**config.mk**
```make
export PLATFORM = sky130hd
export DESIGN_NAME = core2wb_flat
export DESIGN_NICKNAME = d
export VERILOG_FILES = /design/src/rtl/core2wb_if.sv /design/src/rtl/core2wb.sv /design/src/flat_wrapper.sv
export SDC_FILE = /design/constraint.sdc
export NUM_CORES = 1
export LEC_CHECK = 0
export CAP_MARGIN = 20
export CORE_MARGIN = 5
export CORE_UTILIZATION = 30
export DETAILED_ROUTE_END_ITERATION = 10
export PLACE_DENSITY = 0.81
export SLEW_MARGIN = 20
export SYNTH_ARGS = -nofsm -noshare
export SYNTH_HDL_FRONTEND = slang
export SYNTH_SLANG_ARGS = --single-unit
```
**constraint.sdc**
```tcl
create_clock -name clk -period 2.7 [get_ports clk]
set_clock_uncertainty 0.1 [all_clocks]
set_input_delay 0.54 -clock clk [delete_from_list [all_inputs] [get_ports clk]]
set_output_delay 0.54 -clock clk [all_outputs]
set_load 0.02 [all_outputs]
```
**src/rtl/core2wb_if.sv**
```systemverilog
// core2wb_if.sv
// Bus interfaces for the core2wb bridge.
//
//   core2wb_core_if : core-side request/response channel
//     master modport -> the processor core (issues requests, receives responses)
//     slave  modport -> the bridge
//   core2wb_wb_if   : Wishbone B4 pipelined channel
//     master modport -> the bridge
//     slave  modport -> the Wishbone target
//
// Both interfaces only group the signals; they carry no logic.

interface core2wb_core_if;
  logic        core_req;
  logic        core_gnt;
  logic        core_rvalid;
  logic        core_we;
  logic [3:0]  core_be;
  logic [31:0] core_addr;
  logic [31:0] core_wdata;
  logic [31:0] core_rdata;
  logic        core_err;

  modport master (
    output core_req, core_we, core_be, core_addr, core_wdata,
    input  core_gnt, core_rvalid, core_rdata, core_err
  );

  modport slave (
    input  core_req, core_we, core_be, core_addr, core_wdata,
    output core_gnt, core_rvalid, core_rdata, core_err
  );
endinterface

interface core2wb_wb_if;
  logic        wb_cyc_o;
  logic        wb_stb_o;
  logic        wb_we_o;
  logic [3:0]  wb_sel_o;
  logic [31:0] wb_adr_o;
  logic [31:0] wb_dat_o;
  logic [31:0] wb_dat_i;
  logic        wb_ack_i;
  logic        wb_err_i;
  logic        wb_stall_i;

  modport master (
    output wb_cyc_o, wb_stb_o, wb_we_o, wb_sel_o, wb_adr_o, wb_dat_o,
    input  wb_dat_i, wb_ack_i, wb_err_i, wb_stall_i
  );

  modport slave (
    input  wb_cyc_o, wb_stb_o, wb_we_o, wb_sel_o, wb_adr_o, wb_dat_o,
    output wb_dat_i, wb_ack_i, wb_err_i, wb_stall_i
  );
endinterface

```
**src/rtl/core2wb.sv**
```systemverilog
// core2wb.sv
// Bridge from a simple req/gnt/rvalid core bus to a Wishbone B4 pipelined
// master. Requests pass straight through to the bus; a request is granted in
// the cycle Wishbone accepts it. Responses come back in issue order through
// a single response register (one cycle latency).
//
// Parameters
//   MAX_OUTSTANDING : granted-but-unanswered transfers allowed (1..7)
//   TIMEOUT         : response watchdog limit in cycles (1..65535)
//
// Ports
//   clk  : clock, all state on the rising edge
//   rst  : asynchronous, active-high reset
//   core : core2wb_core_if.slave (core_req/gnt/rvalid/we/be/addr/wdata/rdata/err)
//   wb   : core2wb_wb_if.master  (wb_cyc/stb/we/sel/adr/dat_o, wb_dat/ack/err/stall_i)
//
// Optional feature macro: CORE2WB_TIMEOUT_EN
//   Defined   : a watchdog counts cycles spent waiting in ACTIVE without a
//               response; on reaching TIMEOUT the bridge enters ABORT, drops
//               the bus cycle and answers every outstanding transfer with an
//               error response, one per cycle.
//   Undefined : no watchdog and no ABORT state; ACTIVE waits indefinitely.

module core2wb #(
  parameter int MAX_OUTSTANDING = 2,
  parameter int TIMEOUT         = 255
) (
  input  logic             clk,
  input  logic             rst,
  core2wb_core_if.slave    core,
  core2wb_wb_if.master     wb
);

  // Reject illegal configurations at elaboration time.
  if (MAX_OUTSTANDING < 1 || MAX_OUTSTANDING > 7) begin : g_bad_max
    $error("core2wb: MAX_OUTSTANDING must be 1..7");
  end
  if (TIMEOUT < 1 || TIMEOUT > 65535) begin : g_bad_timeout
    $error("core2wb: TIMEOUT must be 1..65535");
  end

  localparam logic [2:0] LP_MAX = 3'(MAX_OUTSTANDING);

`ifdef CORE2WB_TIMEOUT_EN
  typedef enum logic [1:0] {
    ST_IDLE   = 2'd0,
    ST_ACTIVE = 2'd1,
    ST_ABORT  = 2'd2
  } state_t;
  localparam logic [15:0] LP_TIMEOUT = 16'(TIMEOUT);
  logic [15:0] r_wd;
`else
  typedef enum logic {
    ST_IDLE   = 1'b0,
    ST_ACTIVE = 1'b1
  } state_t;
`endif

  state_t      r_state;
  logic [2:0]  r_cnt;
  logic        r_rvalid;
  logic [31:0] r_rdata;
  logic        r_err;

  logic        w_abort;
  logic        w_stb;
  logic        w_gnt;
  logic        w_resp;
  logic [2:0]  w_cnt_nxt;

`ifdef CORE2WB_TIMEOUT_EN
  assign w_abort = (r_state == ST_ABORT);
`else
  assign w_abort = 1'b0;
`endif

  // The grant decision looks only at the registered count, so a response in
  // the same cycle never frees a slot until the following cycle.
  // Gating with rst keeps the bus quiet while reset is held.
  assign w_stb  = core.core_req & (r_cnt < LP_MAX) & ~w_abort & ~rst;
  assign w_gnt  = w_stb & ~wb.wb_stall_i;
  // Responses with nothing outstanding, or during ABORT, are ignored.
  assign w_resp = (wb.wb_ack_i | wb.wb_err_i) & (r_cnt != 3'd0) & ~w_abort;

  assign wb.wb_stb_o = w_stb;
  assign wb.wb_cyc_o = (w_stb | (r_cnt != 3'd0)) & ~w_abort & ~rst;
  assign wb.wb_we_o  = core.core_we;
  assign wb.wb_sel_o = core.core_be;
  assign wb.wb_adr_o = core.core_addr;
  assign wb.wb_dat_o = core.core_wdata;

  assign core.core_gnt    = w_gnt;
  assign core.core_rvalid = r_rvalid;
  assign core.core_rdata  = r_rdata;
  assign core.core_err    = r_err;

  // Next outstanding count: grant and response in the same cycle cancel.
  always_comb begin
    w_cnt_nxt = r_cnt;
    if (w_gnt && !w_resp) begin
      w_cnt_nxt = r_cnt + 3'd1;
    end else if (!w_gnt && w_resp) begin
      w_cnt_nxt = r_cnt - 3'd1;
    end else begin
      w_cnt_nxt = r_cnt;
    end
  end

  // Control FSM, outstanding counter, watchdog and response register.
  always_ff @(posedge clk or posedge rst) begin
    if (rst) begin
      r_state  <= ST_IDLE;
      r_cnt    <= 3'd0;
      r_rvalid <= 1'b0;
      r_rdata  <= 32'd0;
      r_err    <= 1'b0;
`ifdef CORE2WB_TIMEOUT_EN
      r_wd     <= 16'd0;
`endif
    end else begin
      r_rvalid <= 1'b0;
      case (r_state)
        ST_IDLE, ST_ACTIVE: begin
          if (w_resp) begin
            r_rvalid <= 1'b1;
            r_rdata  <= wb.wb_dat_i;
            // ack and err together count as a single error response
            r_err    <= wb.wb_err_i;
          end else begin
            r_rvalid <= 1'b0;
          end
          r_cnt <= w_cnt_nxt;
          if (w_cnt_nxt == 3'd0) begin
            r_state <= ST_IDLE;
          end else begin
            r_state <= ST_ACTIVE;
          end
`ifdef CORE2WB_TIMEOUT_EN
          // A timeout overrides the IDLE/ACTIVE choice above.
          if (r_state == ST_ACTIVE && !w_resp) begin
            if (r_wd + 16'd1 == LP_TIMEOUT) begin
              r_wd    <= 16'd0;
              r_state <= ST_ABORT;
            end else begin
              r_wd <= r_wd + 16'd1;
            end
          end else begin
            r_wd <= 16'd0;
          end
`endif
        end
`ifdef CORE2WB_TIMEOUT_EN
        // Flush: one error response per outstanding transfer, one per cycle.
        // ABORT is only entered from ACTIVE, so r_cnt is at least 1 here.
        ST_ABORT: begin
          r_rvalid <= 1'b1;
          r_rdata  <= 32'd0;
          r_err    <= 1'b1;
          r_cnt    <= r_cnt - 3'd1;
          r_wd     <= 16'd0;
          if (r_cnt == 3'd1) begin
            r_state <= ST_IDLE;
          end else begin
            r_state <= ST_ABORT;
          end
        end
`endif
        default: begin
          r_state <= ST_IDLE;
          r_cnt   <= 3'd0;
        end
      endcase
    end
  end

endmodule

```
**src/flat_wrapper.sv**
```systemverilog
// flat-port wrapper written by rule: the top's interface ports become plain ports
module core2wb_flat 
#(
  parameter int MAX_OUTSTANDING = 2,
  parameter int TIMEOUT         = 255
)
  (clk, rst, core_core_req, core_core_we, core_core_be, core_core_addr, core_core_wdata, core_core_gnt, core_core_rvalid, core_core_rdata, core_core_err, wb_wb_cyc_o, wb_wb_stb_o, wb_wb_we_o, wb_wb_sel_o, wb_wb_adr_o, wb_wb_dat_o, wb_wb_dat_i, wb_wb_ack_i, wb_wb_err_i, wb_wb_stall_i);
  core2wb_core_if core_i ();
  core2wb_wb_if wb_i ();
  input  logic clk;
  input  logic rst;
  input wire logic [$bits(core_i.core_req)-1:0] core_core_req;
  input wire logic [$bits(core_i.core_we)-1:0] core_core_we;
  input wire logic [$bits(core_i.core_be)-1:0] core_core_be;
  input wire logic [$bits(core_i.core_addr)-1:0] core_core_addr;
  input wire logic [$bits(core_i.core_wdata)-1:0] core_core_wdata;
  output wire logic [$bits(core_i.core_gnt)-1:0] core_core_gnt;
  output wire logic [$bits(core_i.core_rvalid)-1:0] core_core_rvalid;
  output wire logic [$bits(core_i.core_rdata)-1:0] core_core_rdata;
  output wire logic [$bits(core_i.core_err)-1:0] core_core_err;
  output wire logic [$bits(wb_i.wb_cyc_o)-1:0] wb_wb_cyc_o;
  output wire logic [$bits(wb_i.wb_stb_o)-1:0] wb_wb_stb_o;
  output wire logic [$bits(wb_i.wb_we_o)-1:0] wb_wb_we_o;
  output wire logic [$bits(wb_i.wb_sel_o)-1:0] wb_wb_sel_o;
  output wire logic [$bits(wb_i.wb_adr_o)-1:0] wb_wb_adr_o;
  output wire logic [$bits(wb_i.wb_dat_o)-1:0] wb_wb_dat_o;
  input wire logic [$bits(wb_i.wb_dat_i)-1:0] wb_wb_dat_i;
  input wire logic [$bits(wb_i.wb_ack_i)-1:0] wb_wb_ack_i;
  input wire logic [$bits(wb_i.wb_err_i)-1:0] wb_wb_err_i;
  input wire logic [$bits(wb_i.wb_stall_i)-1:0] wb_wb_stall_i;
  assign core_i.core_req = core_core_req;
  assign core_i.core_we = core_core_we;
  assign core_i.core_be = core_core_be;
  assign core_i.core_addr = core_core_addr;
  assign core_i.core_wdata = core_core_wdata;
  assign core_core_gnt = core_i.core_gnt;
  assign core_core_rvalid = core_i.core_rvalid;
  assign core_core_rdata = core_i.core_rdata;
  assign core_core_err = core_i.core_err;
  assign wb_wb_cyc_o = wb_i.wb_cyc_o;
  assign wb_wb_stb_o = wb_i.wb_stb_o;
  assign wb_wb_we_o = wb_i.wb_we_o;
  assign wb_wb_sel_o = wb_i.wb_sel_o;
  assign wb_wb_adr_o = wb_i.wb_adr_o;
  assign wb_wb_dat_o = wb_i.wb_dat_o;
  assign wb_i.wb_dat_i = wb_wb_dat_i;
  assign wb_i.wb_ack_i = wb_wb_ack_i;
  assign wb_i.wb_err_i = wb_wb_err_i;
  assign wb_i.wb_stall_i = wb_wb_stall_i;
  core2wb #(.MAX_OUTSTANDING(MAX_OUTSTANDING), .TIMEOUT(TIMEOUT)) u_core (.clk(clk), .rst(rst), .core(core_i), .wb(wb_i));
endmodule
```
* Yosys cells after proc, flatten, opt, wreduce, memory -nomap -nowiden
Index checks and enable logic that the tools add are counted.
** Storage, ports and cells
- Bits in registers :: 37
- Output and inout port bits :: 106
- Word-level logic and storage cells :: 25
** Operators by class
- Reduce and logical (&&, ||, !) cells :: 6
- Multiplexer cells :: 3
- Bitwise operators :: 9
- $add $sub $neg :: 2
- Magnitude comparators :: 1
** Operators with widths (number)
- 2-to-1 mux 3 bit :: 2
- bitwise AND 1 bit :: 5
- adder 3 x 1 -> 3 bit (second input constant) :: 1
- less-than comparator 3 x 2 -> 1 bit (second input constant) :: 1
- nonzero test 3 bit :: 1
- subtractor 3 x 1 -> 3 bit (second input constant) :: 1
- logical AND 1 bit :: 2
- logical NOT 1 bit :: 2
- inverter 1 bit :: 2
- bitwise OR 1 bit :: 2
- nonzero test 2 bit :: 1
- 2-to-1 mux 1 bit :: 1

* Depth between registers and ports, before layout
- Word-level depth :: 8
- Gate-level depth with buffers :: 9
- Mapped depth without buffers :: 8

* Worst setup path after synthesis
OpenSTA, ideal clock, no wires.
- Kind :: input to register
- Start point :: input rst
- End point :: register u_core.r_cnt[2]
- Setup slack :: -335 ps
- Setup time :: 79 ps
- Arrival :: 2855 ps
- Stages on the path :: 8
- Data required time :: 2521 ps
- Cell sequence :: nor4b_1 -> nor2b_1 -> ha_1 -> inv_1 -> fa_1 -> xor2_1 -> nor2_1 -> xor2_1
** Between the ends
- Word-level cells in the longest chain between the ends :: 6
** RTL lines
- start: declaration :: line flat_wrapper.sv:11 : input logic rst;
- inverter 1 bit * :: line core2wb.sv:80 : assign w_stb = core.core_req & (r_cnt < LP_MAX) & ~w_abort & ~rst;
- bitwise AND 1 bit * :: line core2wb.sv:80
- bitwise AND 1 bit * :: line core2wb.sv:81 : assign w_gnt = w_stb & ~wb.wb_stall_i;
- named net core_core_gnt :: line flat_wrapper.sv:17 : output wire logic [$bits(core_i.core_gnt)-1:0] core_core_gnt;
- logical NOT 1 bit :: line core2wb.sv:102 : end else if (!w_gnt && w_resp) begin
- logical AND 1 bit :: line core2wb.sv:102
- nonzero test 2 bit (no line)
- end signal: assignment :: line core2wb.sv:132 : r_cnt <= w_cnt_nxt;
- end: declaration :: line core2wb.sv:60 : logic [2:0] r_cnt;
Mark *: on every way through the listed nets, which the timed path passes. The rest lies on a longest branch.
A chain may end at the register's enable or synchronous reset.

* Final worst setup path
- Start point :: input core_core_req
- End point :: output wb_wb_stb_o
** Between the ends
- Word-level cells in the longest chain between the ends :: 2
** RTL lines
- start: declaration :: line flat_wrapper.sv:12 : input wire logic [$bits(core_i.core_req)-1:0] core_core_req;
- bitwise AND 1 bit (2 in a row) :: line core2wb.sv:80
- end: declaration :: line flat_wrapper.sv:22 : output wire logic [$bits(wb_i.wb_stb_o)-1:0] wb_wb_stb_o;
No other way between the ends.

==> reports/results.tsv <==
stage	metric	value	unit
outcome	outcome	completed	
clock_tree	Num CTS Buffers	5	
worst_hold_path	Hold WC Path Type	reg2reg	
die	CORE AREA	6830	um^2
synthesis	Mapped Avg Cell Area	13.3	um^2
power	VDD IR max	0.421	mV
drt	final WL	4080	um
critical_path	critical path's slowest cell	clkdlybuf4s50_1	
critical_path	reg2reg path depth	8	
clock_tree	hold bufs inserted after CTS	0	
critical_path	crit-path leading delay family	buffers and inverters	
power	Cell Pwr Density	940	nW/um^2
worst_hold_path	WHS Path Cells	1	
clock_tree	Max clock buf depth	2	
sta	Max Clk Rate	390	MHz
die	Starting Density	31.0	%
power	P_leak	0.00109	uW
global_route	gr usage total	9.64	%
critical_path	Setup crit start kind	primary input	
die	Die H	94.0	um
sta	period utilisation layout	94.9	%
drt	Vias	1097	
sta	relative slew slack	51.2	%
placed_design	Post-DP HPWL	3010	um
clock_tree	Reg clk slew, reported paths	70	ps
critical_path	crit path max fanout	2	
synthesis	Ys Warns	0	
layout	Layout area overhead	19.4	%
drt	Via density	4.11	
die	row count	30	
sta	fin crit period	2560	ps
global_route	antenna violations before repair	0	
clock_tree	post-CTS sizing	1	
critical_path	kind of critical path	in2out	
drt	# DRC	0	
sta	Worst Max-Slew Pin Slew	732	ps
sta	setup TNS	0	ps
critical_path	CP Buf/Inv Count	2	
die	Die X-Extent	94.0	um
critical_path	Required @ worst endpoint	2060	ps
sta	RSZ-0062 raised after global routing	false	
clock_tree	htree depth	2	
placed_design	Placer Congestion	0.631	
critical_path	crit path DAT	1920	ps
global_route	largest net degree at the start of global routing	34	
clock_tree	clk sink count	37	
placed_design	pre-CTS setup slack	-58.9	ps
global_route	vias in the first global route	1249	
synthesis	Post-Syn Instances	159	
critical_path	Critical Path Most Common Cell	clkdlybuf4s50_1	
critical_path	Critical Path Stages	3	
synthesis	Mapped Nets	268	
synthesis	sequential-to-total area share from yosys stat	43.7	%
placed_design	# port buffers	74	
layout	final net count	280	
clock_tree	Post-CTS Setup Bufs	0	
layout	final instance area	2530	um^2
layout	Antenna diodes	0	
sta	Final Max Tran Viols	0	
clock_tree	CTS root buf	clkbuf_8	
sta	Hold Fails Final Rpt	0	
critical_path	crit-path max cell delay	670	ps
layout	# fillers	670	
die	io pins	213	
placed_design	Post-DP Area	2440	um^2
sta	final setup fails	0	
clock_tree	later-pin clock latency in the skew report	280	ps
drt	Starting DRT DRC Count	25	
die	Die Area	8840	um^2
clock_tree	CTS tree	done	
synthesis	Netlist Area Pre-Place	2120	um^2
critical_path	Worst Setup End Kind	primary output	
global_route	first-pass GRT wire length	6580	um
synthesis	flops & latches, synth	37	
drt	DRT Pass-1 Iters	4	
synthesis	Yosys cell types	17	
global_route	Remaining Overflow, GRT	0	
drt	routed len/inst	15.3	um
critical_path	worst-path cell chain	clkdlybuf4s50_1 -> nor4b_2 -> clkdlybuf4s50_1	
sta	worst setup margin	137	ps
layout	utilization after layout	37.0	%
drt	Routed Antenna Nets	0	
run	max cap viols	0	
layout	share of cells above drive strength 1	27.5	%
sta	Hold WS	406	ps
[final cells by class]
cell class                 instances  area [um^2]  area share [%]
timing repair buffer              77          774            30.6
tap                               96          120            4.75
multi-input combinational         47          612            24.2
clock buffer                       7         86.3            3.41
inverter                           3         11.3           0.445
sequential                        37          926            36.6
[routing by layer]
metal  routed length [um]  GRT usage (%)  part of all wire, %
met5                    0              0                    0
met4                  175           5.90                  4.3
met3                  540           5.61                   13
met2                 1740           14.1                   43
met1                 1630           10.7                   40
[flip-flops by register name (all words and copies together) (netlist names)]
signal and flops:
u_core.core.core_err 1, u_core.r_cnt 3, u_core.core.core_rdata 32, u_core.core.core_rvalid 1
[worst reg2reg max path: stages, from the launching register on]
cell and delay (ps):
dfrtp_1 430, nor4b_2 340, nor2b_2 220, ha_1 190, inv_1 60, fa_1 370
xor2_1 150, nor2_1 110, xor2_1 140
[power breakdown]
group | switching [uW] | internal (uW)
registers | 119 | 742
logic | 483 | 643
clock network | 189 | 203
total | 791 | 1590
[Yosys cell counts (all sizes together)]
master,instances,share of area (%)
mux2,33,23
xnor2,1,0.41
a22o,1,0.47
inv,3,0.53
buf,72,27
o21ai,1,0.77
nor4b,1,0.41
nor2,3,0.53
ha,1,0.59
or3,1,0.53
fa,1,0.95
xor2,2,0.83
nand2,1,0.18
dfrtp,37,44
nor2b,1,0.30
[cells in the final DEF (no fill, tap or decap)]
cell / instances
clkdlybuf4s50_1: 73
dfrtp_1: 37
mux2_4: 28
clkbuf_8: 6
mux2_2: 5
inv_1: 3
nor2_1: 3
xor2_1: 2
buf_4: 2
or3_4: 1
o21ai_4: 1
nand2_1: 1
a22o_2: 1
xnor2_1: 1
nor4b_2: 1
nor2b_2: 1
fa_1: 1
ha_1: 1
clkbuf_1: 1
dlygate4sd2_1: 1
buf_12: 1
[final timing paths]
kind / end / slack, ps / startpoint
max: wb_wb_stb_o / 140 / core_core_req
min: u_core.core.core_rdata[8] / 410 / u_core.core.core_rdata[8]
max reg2reg: u_core.r_cnt[2] / 530 / u_core.r_cnt[2]
min reg2reg: u_core.core.core_rdata[8] / 410 / u_core.core.core_rdata[8]
max in group asynchronous: u_core.core.core_rdata[8] / 1180 / rst
min in group asynchronous: u_core.r_cnt[2] / 750 / rst
[cell families after synthesis]
logic type	share of synthesized area [%]
muxes	22.5
AOI/OAI and AO/OA	1.24
xor gates and xnor gates	1.24
adders and majority gates	1.54
buffers and inverters	27.8
DFF	43.7
and+or+nand+nor	1.95
[per-stage QoR]
step,std cells,total power (uW)
after global routing,267,2520
after floorplan,159,1730
after CTS,267,2430
final,267,2380
after detailed placement,260,2020
after global placement,260,1990
Power figures use the tool's default switching activity.
